--- src/rtl/isi_channel_pkg.sv ---
// Shared widths, tap-index width and the saturation range check used by
// the PAM-4 ISI channel model.
package isi_channel_pkg;

    localparam int DEFAULT_PULSE_RESPONSE_LENGTH = 2;
    localparam int DEFAULT_SIGNAL_RESOLUTION     = 8;
    localparam int COEF_GUARD_BITS               = 2;
    localparam int COEF_IDX_W                    = 8;
    localparam int SAT_CALC_W                    = 128;

    typedef enum logic [1:0] {
        SAT_NONE,
        SAT_HIGH,
        SAT_LOW
    } sat_e;

    // Products are W x (W+2) bits; summing L of them needs ceil(log2 L) extra bits.
    function automatic int acc_width(input int w, input int l);
        return 2 * w + COEF_GUARD_BITS + $clog2(l);
    endfunction

    function automatic sat_e sat_check(input logic signed [SAT_CALC_W-1:0] v,
                                       input int w);
        logic signed [SAT_CALC_W-1:0] hi;
        logic signed [SAT_CALC_W-1:0] lo;
        hi = (SAT_CALC_W'(1) <<< (w - 1)) - SAT_CALC_W'(1);
        lo = -hi - SAT_CALC_W'(1);
        if (v > hi) begin
            return SAT_HIGH;
        end
        if (v < lo) begin
            return SAT_LOW;
        end
        return SAT_NONE;
    endfunction

endpackage

--- src/rtl/isi_round_sat.sv ---
// Converts the wide Q-format accumulator back to a W-bit sample:
// round half toward +inf, drop W fraction bits, clamp to the signed range.
module isi_round_sat
    import isi_channel_pkg::*;
#(
    parameter int W  = DEFAULT_SIGNAL_RESOLUTION,
    parameter int AW = acc_width(DEFAULT_SIGNAL_RESOLUTION, DEFAULT_PULSE_RESPONSE_LENGTH)
) (
    input  logic signed [AW-1:0] acc,
    output logic signed [W-1:0]  result
);

    localparam logic signed [AW:0] HALF = {{(AW + 1 - W){1'b0}}, 1'b1, {(W - 1){1'b0}}};

    logic signed [AW:0]           biased;
    logic signed [AW:0]           shifted;
    logic signed [SAT_CALC_W-1:0] wide;
    sat_e                         status;

    always_comb begin
        biased  = (AW + 1)'(acc) + HALF;
        shifted = biased >>> W;
        wide    = SAT_CALC_W'(shifted);
        status  = sat_check(wide, W);
        case (status)
            SAT_HIGH: result = {1'b0, {(W - 1){1'b1}}};
            SAT_LOW:  result = {1'b1, {(W - 1){1'b0}}};
            default:  result = shifted[W-1:0];
        endcase
    end

endmodule

--- src/rtl/isi_channel.sv ---
// ISI channel model: FIR-convolves the PAM-4 level stream with a runtime
// loadable pulse response, two-stage pipeline, valid-qualified.
module isi_channel
    import isi_channel_pkg::*;
#(
    parameter int PULSE_RESPONSE_LENGTH = DEFAULT_PULSE_RESPONSE_LENGTH,
    parameter int SIGNAL_RESOLUTION     = DEFAULT_SIGNAL_RESOLUTION
) (
    input  logic                                                clk,
    input  logic                                                rstn,
    input  logic signed [SIGNAL_RESOLUTION-1:0]                 signal_in,
    input  logic                                                signal_in_valid,
    output logic signed [SIGNAL_RESOLUTION-1:0]                 signal_out,
    output logic                                                signal_out_valid,
    input  logic signed [SIGNAL_RESOLUTION+COEF_GUARD_BITS-1:0] channel_coefficient,
    input  logic        [COEF_IDX_W-1:0]                        channel_coefficient_idx
);

    localparam int L  = PULSE_RESPONSE_LENGTH;
    localparam int W  = SIGNAL_RESOLUTION;
    localparam int CW = W + COEF_GUARD_BITS;
    localparam int PW = W + CW;
    localparam int AW = acc_width(W, L);
    localparam int HL = (L > 1) ? L - 1 : 1;

    // Taps are deliberately excluded from reset so a loaded channel survives it.
    logic signed [CW-1:0] coef [L] = '{default: '0};
    logic signed [W-1:0]  hist [HL];
    logic signed [W-1:0]  tap_x [L];
    logic signed [PW-1:0] prod [L];
    logic                 valid_s1;
    logic signed [AW-1:0] acc;
    logic signed [W-1:0]  rounded;

    always_ff @(posedge clk) begin
        for (int k = 0; k < L; k++) begin
            if (channel_coefficient_idx == COEF_IDX_W'(k)) begin
                coef[k] <= channel_coefficient;
            end
        end
    end

    always_comb begin
        tap_x[0] = signal_in;
        for (int k = 1; k < L; k++) begin
            tap_x[k] = hist[k-1];
        end
    end

    always_ff @(posedge clk) begin
        if (rstn) begin
            hist <= '{default: '0};
        end else if (signal_in_valid) begin
            hist[0] <= signal_in;
            for (int k = 1; k < HL; k++) begin
                hist[k] <= hist[k-1];
            end
        end
    end

    always_ff @(posedge clk) begin
        if (rstn) begin
            prod     <= '{default: '0};
            valid_s1 <= 1'b0;
        end else begin
            valid_s1 <= signal_in_valid;
            if (signal_in_valid) begin
                for (int k = 0; k < L; k++) begin
                    prod[k] <= PW'(coef[k]) * PW'(tap_x[k]);
                end
            end
        end
    end

    always_comb begin
        acc = '0;
        for (int k = 0; k < L; k++) begin
            acc = acc + AW'(prod[k]);
        end
    end

    isi_round_sat #(
        .W  (W),
        .AW (AW)
    ) u_round_sat (
        .acc    (acc),
        .result (rounded)
    );

    always_ff @(posedge clk) begin
        if (rstn) begin
            signal_out       <= '0;
            signal_out_valid <= 1'b0;
        end else begin
            signal_out_valid <= valid_s1;
            if (valid_s1) begin
                signal_out <= rounded;
            end
        end
    end

endmodule

--- config.mk ---
export PLATFORM = sky130hd
export DESIGN_NAME = isi_channel
export DESIGN_NICKNAME = d
export VERILOG_FILES = /design/src/rtl/isi_channel_pkg.sv /design/src/rtl/isi_round_sat.sv /design/src/rtl/isi_channel.sv
export SDC_FILE = /design/constraint.sdc
export NUM_CORES = 1
export LEC_CHECK = 0
export BUFFER_PORTS_ARGS = -buffer_cell sky130_fd_sc_hd__clkbuf_2
export CAP_MARGIN = 20
export CORE_UTILIZATION = 49
export DETAILED_ROUTE_END_ITERATION = 6
export GPL_ROUTABILITY_DRIVEN = 0
export GPL_TIMING_DRIVEN = 1
export PLACE_DENSITY = 0.7
export SKIP_CTS_REPAIR_TIMING = 1
export SLEW_MARGIN = 20
export SYNTH_ARGS = -nofsm -noshare
export SYNTH_HDL_FRONTEND = slang
export SYNTH_HIERARCHICAL = 1
export SYNTH_SLANG_ARGS = --single-unit
--- constraint.sdc ---
create_clock -name clk -period 7 [get_ports clk]
set_clock_uncertainty 0.2 [all_clocks]
set_input_delay 0 -clock clk [delete_from_list [all_inputs] [get_ports clk]]
set_output_delay 0 -clock clk [all_outputs]
set_load 0.005 [all_outputs]
======== Yosys cells after proc, flatten, opt, wreduce, memory -nomap -nowiden ========
Memory sizes are Yosys's and may differ from the RTL's.
Index checks and enable logic that the tools add are counted.
storage, ports and cells
  RAM bits ................................ 20
  word-level logic and storage cells ...... 33
  memories ................................ 1
  register bits ........................... 54
memories
  memory  depth  width  rd ports  clocked after Yosys merged registers in  wr ports  RTL line           text
  coef    2      10     2         0                                        1         isi_channel.sv:27  logic signed [CW-1:0] coef [L] = '{default: '0};
operators by class
  reductions and logical operators ........ 2
  add/subtract/negate cells ............... 2
  multiplexer cells ....................... 15
  $mul .................................... 2
  equality and inequality tests ........... 3
  $lt $le $gt $ge ......................... 2
operator list
  operator                 number
  $mul A10 B8 Y18          2
  $add A19 B9 Y20 const B  1
  $add A18 B18 Y19         1
  $pmux W8 S2              1
  $gt A12 B8 Y1 const B    1
  $lt A12 B8 Y1 const B    1
  $mux W10                 1
  $reduce_or A10 Y1        1
  $mux W1                  9
  $eq A8 B1 Y1 const B     1
  $logic_not A8 Y1         1
  $mux W2                  4
  $eq A2 B1 Y1 const B     1
  $eq A2 B2 Y1 const B     1

======== Longest topological paths before layout ========
Gate-level depths: netlist of the first run.
  depth after elaboration ................. 9
  depth in mapped cells ................... 18

======== Cells and area by module ========
The synthesis of the first run kept the hierarchy.
by module, submodules not included
  module         area each (µm²)  seq. area each (µm²)  cells each  times used
  isi_channel    9,405.3          1,681.6               1,018       1
  isi_round_sat  354.1            0.0                   51          1

======== Worst setup path before layout of the first run ========
OpenSTA, ideal clock, no wires.
  kind .................................... register to register
  from .................................... memory coef[0][10] in the netlist's numbering
  to ...................................... register prod[16] in the netlist's numbering
  data required time ...................... 6.683 ns
  arrival ................................. 4.359 ns
  cell stages (with the launch flop) ...... 16
  library setup time ...................... 0.117 ns
  path slack .............................. 2.323 ns
  buffers on the path ..................... 0
  path through ............................ edfxtp_1 nand2b_1 fa_1 fa_1 inv_1 fa_1 inv_1 fa_1 inv_1 ha_1 o21a_1 o31a_1 o2111ai_2 a21oi_1 or3_1 a32o_1
RTL lines
  item                            RTL line           text
  start: declaration              isi_channel.sv:27
  end signal: indexed assignment  isi_channel.sv:69  prod[k] <= PW'(coef[k]) * PW'(tap_x[k]);
  end: declaration                isi_channel.sv:30  logic signed [PW-1:0] prod [L];

======== Worst setup path after layout of the first run ========
  from .................................... input port signal_in[7]
  to ...................................... register prod[33] in the netlist's numbering
on the way
  cells in the longest elaborated chain, start to end .. 1
ends and longest elaborated chain
  item                RTL line           text
  start: declaration  isi_channel.sv:11  input logic signed [SIGNAL_RESOLUTION-1:0] signal_in,
  $mul A10 B8 Y18     isi_channel.sv:69
No other way between the ends.
A chain may end at the register's enable or synchronous reset.

==> results of run 1 <==
-- final timing paths --
path / startpoint / slack [ns] / end
max: signal_in[7] / 1.95 / prod[33]
min reg2reg: prod[18] / 0.28 / prod[18]
max reg2reg: coef[0][0] / 2.02 / prod[34]
min: rstn / 0.04 / hist[0]
-- flip-flops by register name (all words and copies together) (netlist names) --
signal	count
prod	36
coef	20
hist	8
signal_out	8
signal_out_valid	1
valid_s1	1
-- area by class of cell --
cell class              count  area (sq um)
fillers                  1809          8830
inverters                 200           751
clock buffers              10           229
well taps                 265           332
clock inverters             6          81.3
repair buffers             59           398
flip-flops and latches     74          1680
multi-input cells         752          7100
-- placed cells by master (no fill, tap or decap), types with 3 or more instances in the layout --
| cell | n |
|---|---|
| nor3b_1 | 4 |
| o21ai_0 | 15 |
| clkbuf_2 | 37 |
| nand3_1 | 17 |
| ha_1 | 85 |
| a211oi_1 | 11 |
| edfxtp_1 | 20 |
| o31ai_1 | 6 |
| xnor2_1 | 29 |
| mux2i_1 | 34 |
| nor3_1 | 11 |
| nor2b_1 | 8 |
| o21bai_1 | 5 |
| nor2_1 | 79 |
| fa_1 | 135 |
| clkinv_1 | 3 |
| o211ai_1 | 5 |
| clkbuf_16 | 9 |
| buf_4 | 3 |
| a21o_1 | 14 |
| o21a_1 | 15 |
| nand2b_1 | 13 |
| or3_1 | 5 |
| o22ai_1 | 6 |
| nand2_1 | 61 |
| xor2_1 | 10 |
| nand3b_1 | 4 |
| and3_1 | 5 |
| inv_1 | 198 |
| dlygate4sd3_1 | 19 |
| and2_1 | 102 |
| a21oi_1 | 31 |
| o31a_1 | 4 |
| dfxtp_1 | 54 |
-- metrics by stage --
stage                     utilization, %  setup WS (ns)
after floorplan                        -           2.32
after global placement              51.9           2.08
after detailed placement            51.9           2.05
after CTS                           53.5           2.02
after global routing                54.5           1.71
final                               54.5           1.95
-- per-layer routing --
metal / vias to the layer above / global-route usage (%)
met3: 20 / 3.47
met4: 0 / 5.60
met1: 3438 / 30.6
li1: 3454 / -
met5: - / 0
met2: 149 / 36.3
-- power by group --
| part | switching, uW | internal [uW] |
|---|---|---|
| sequential | 51.9 | 501 |
| clock | 182 | 310 |
| combinational | 735 | 575 |
| total | 969 | 1390 |
-- critical path: stages --
cell,delay (ns)
dlygate4sd3_1,0.52
clkbuf_2,0.20
clkinv_1,0.31
nor2_1,0.25
fa_1,0.45
fa_1,0.52
fa_1,0.54
inv_1,0.05
fa_1,0.53
inv_1,0.04
ha_1,0.23
or3_4,0.41
or2_0,0.22
o22ai_2,0.15
o21ai_1,0.12
nor4bb_1,0.15
or3_1,0.38
==> results.json, run 1 <==
{
  "status": "finished clean",
  "globalRouteTotalUtil_pct": 22.2,
  "p_per_area_nw_per_um2": 223,
  "wl_met3_microns": 800,
  "holdPathStages": 3,
  "drv_slew": 0,
  "relSlewSlack_pct": 29.3,
  "wire_per_inst_microns": 15.2,
  "cp-start-kind": "primary input",
  "dp.cells": 1331,
  "syn-num-nets": 1307,
  "crit_type": "primary input to flip-flop",
  "area_delta_synth_final_pct": 9.15,
  "fp.dieW_microns": 143,
  "synth_cells": 1058,
  "overflow": 0,
  "core_sq_um": 19400,
  "fin_cells": 1366,
  "rsz0062_at_grt": "false",
  "setup_violations": 0,
  "p_total_uw": 2350,
  "top_layer": "met4",
  "hold_viol": 0,
  "n_antenna_cell": 0,
  "fmax_mhz": 198,
  "dr.pass1.iters": 5,
  "crit_fanout": 9,
  "tightest_slew_ns": 1.05,
  "numPortBuffers": 37,
  "place_area_sq_um": 10100,
  "finalSetupTns_ns": 0,
  "cts_buffer_depth": 2,
  "ant_nets": 0,
  "drt_wl_total_mm": 20.8,
  "insertion_delay_ns": 0.34,
  "cts_sinks": 74,
  "max-cap-violations": 0,
  "vias": 7061,
  "min_period_ns": 5.05,
  "grt_start_max_net_pins": 63,
  "cp-end-kind": "flip-flop",
  "grt_pass1_vias": 7028,
  "holdCritPathClass": "primary input to flip-flop",
  "nNetsFinal": 1345,
  "wl_met2_mm": 9.80,
  "cts_buffers": 9,
  "peakVddDrop_v": 0.000176,
  "tritoncts": "built",
  "syn_area_sq_um": 9680,
  "cts-htree-levels": 3,
  "io_pins": 38,
  "r2r_cells": 15,
  "grt_pass1_wl_mm": 34.6,
  "hold-worst-slack_ns": 0.0411,
  "drc": 0,
  "cp.arrival_ns": 5.08,
  "start_util_pct": 49.9,
  "worst_ep_required_time_ns": 7.03,
  "dp_hpwl_mm": 16.7,
  "clockRootBuffer": "clkbuf_16",
  "leakage_uw": 0.00507,
  "cts.clk_slew.worst_paths_ns": 0.06,
  "wl_met1_mm": 9.79,
  "fp.dieH_microns": 143,
  "drive_gt1_share_pct": 5.81,
  "design_area_sq_um": 10600,
  "antenna_found_initial": 0,
  "row_count": 51,
  "drtIter0Drc": 329,
  "routed_via_density": 5.17,
  "finalCritPeriodShare_pct": 72.1,
  "dieArea_sq_um": 20300,
  "syn_avg_cell_area_sq_um": 9.15,
  "yosysWarnings": 6
}
No activity file was read; power rests on OpenSTA's default activity.
==> run 2: changes to the inputs <==
Settings changed: PLACE_DENSITY 0.7 to 0.72.
Clock period 7 ns to 4.56 ns, I/O delays scaled along.
==> results.json, run 2 (synthesis results as in run 1) <==
{
  "final_common_cell": "inv_1",
  "tritoncts": "built",
  "clockRootBuffer": "clkbuf_16",
  "crit_slowest_cell": "fa_1",
  "crit_type": "flip-flop to flip-flop",
  "peakVddDrop_v": 0.000229,
  "grt_pass1_wl_mm": 36.7,
  "comb_power_share_pct": 62.9,
  "finalSetupTns_ns": -1.15,
  "leakage_uw": 0.00568,
  "cts.clk_slew.worst_paths_ns": 0.06,
  "row_count": 51,
  "crit_fanout": 7,
  "drv_slew": 0,
  "power.internal_uw": 2380,
  "finalCritPeriodShare_pct": 105,
  "fp.dieW_microns": 143,
  "top_regs": "prod (36), coef (20)",
  "dp_hpwl_mm": 17.8,
  "start_util_pct": 49.9,
  "drive_gt1_share_pct": 25.5,
  "design_area_sq_um": 12000,
  "min_period_ns": 4.77,
  "crit_path_cell_trace": "and2_4, fa_1, fa_1, fa_1, inv_1, fa_1, inv_2, ha_4, a21o_1, or2_4, o22ai_4, o21ai_2, nor4bb_1, or3_1",
  "grt_pass1_vias": 7962,
  "cts_buffers": 9,
  "status": "finished, violations left",
  "globalRouteTotalUtil_pct": 23.2,
  "largest_reg_flops": 36,
  "hold-worst-slack_ns": 0.00381,
  "fillers": 1594,
  "drc": 0,
  "dp_slack_ns": -0.262,
  "fp.dieH_microns": 143,
  "layout_setup_ws_ns": -0.206,
  "cpMostUsedCell": "fa_1",
  "n_antenna_cell": 0,
  "tightest_slew_ns": 1.01,
  "drt_wl_total_mm": 22.8,
  "violations": "negative setup slack",
  "area_delta_synth_final_pct": 23.9,
  "insertion_delay_ns": 0.35,
  "layout_common_cells": "inv_1, fa_1, buf_4, and2_1, nor2_1",
  "rsz0062_at_grt": "true",
  "numPortBuffers": 37,
  "relSlewSlack_pct": 32.1,
  "dr.pass1.iters": 5,
  "fmax_mhz": 210,
  "routed_via_density": 5.21,
  "nNetsFinal": 1461,
  "holdCritPathClass": "primary input to flip-flop",
  "drtIter0Drc": 409,
  "cts-htree-levels": 3,
  "crit_path_max_incr_delay_ns": 0.56,
  "wire_per_inst_microns": 15.4,
  "swShare_pct": 41.6,
  "max-cap-violations": 0,
  "clockPowerShare_pct": 16.6,
  "grt_start_max_net_pins": 40,
  "ant_nets": 0,
  "setup_violations": 11,
  "cp-start-kind": "flip-flop",
  "io_pins": 38,
  "antenna_found_initial": 0,
  "overflow": 0,
  "worst_ep_required_time_ns": 4.59,
  "vias": 7725,
  "p_total_uw": 4070,
  "cp.arrival_ns": 4.80,
  "core_sq_um": 19400,
  "dieArea_sq_um": 20300,
  "cp-end-kind": "flip-flop",
  "regMostFlops": "prod",
  "cts_sinks": 74,
  "p_switching_uw": 1690,
  "cts_buffer_depth": 2,
  "place_area_sq_um": 10800,
  "hold_viol": 0,
  "p_per_area_nw_per_um2": 339,
  "seqPwrFrac_pct": 20.5
}
## run 2: cell count changes in the layout (fill, tap and decap cells not counted), sizes merged
cell / before / now
bufinv: 2 / 0
clkinvlp: 0 / 2
clkinv: 5 / 4
inv: 199 / 201
clkbuf: 47 / 46
dlygate4sd3: 19 / 17
buf: 3 / 121
## run 2: worst max-delay path, delay by kind of cell, from the launching register on
kind	cells	cell delay (ns)
DFF	1	0.54
adders and majority gates	5	2.34
and+or+nand+nor	4	0.98
buffers and inverters	2	0.11
AOI/OAI and AO/OA	3	0.47
## run 2: final cells by class
cell class	instances	area, sq um	share of cell area, %
well taps	265	332	2.76
repair buffers	175	1320	11.0
multi-input cells	752	7630	63.6
flip-flops and latches	74	1690	14.1
inverters	200	751	6.26
clock buffers	9	225	1.88
clock inverters	7	53.8	0.448
## run 2: final timing paths
path,startpoint,end,slack [ns],cells after the start
worst min register to register,prod[18],prod[18],0.27,2
worst max register to register,coef[0][16],prod[15],-0.21,14
worst min-delay path,signal_in[1],hist[1],0.004,4
worst max-delay path,coef[0][16],prod[15],-0.21,14
## run 2: metal layers
layer	part of all wire (%)	track usage [%]
met1	42	28.4
met2	51	40.7
met3	4.6	3.90
met5	0	0
met4	2.6	8.94
## run 2: power groups by stage
| stage | registers, uW | clock network [uW] | logic (uW) |
|---|---|---|---|
| final | 836 | 677 | 2560 |
| after global routing | 848 | 714 | 2870 |
| after CTS | 835 | 688 | 2280 |
| after detailed placement | 849 | 0 | 2270 |
| after global placement | 846 | 0 | 2200 |
| after floorplan | 824 | 0 | 1630 |
## run 2: stage by stage
stage               instances  util, %
floorplan                1058        -
global placement         1424     55.9
detailed placement       1424     55.9
CTS                      1440     57.4
global route             1482     61.9
finish                   1482     61.9
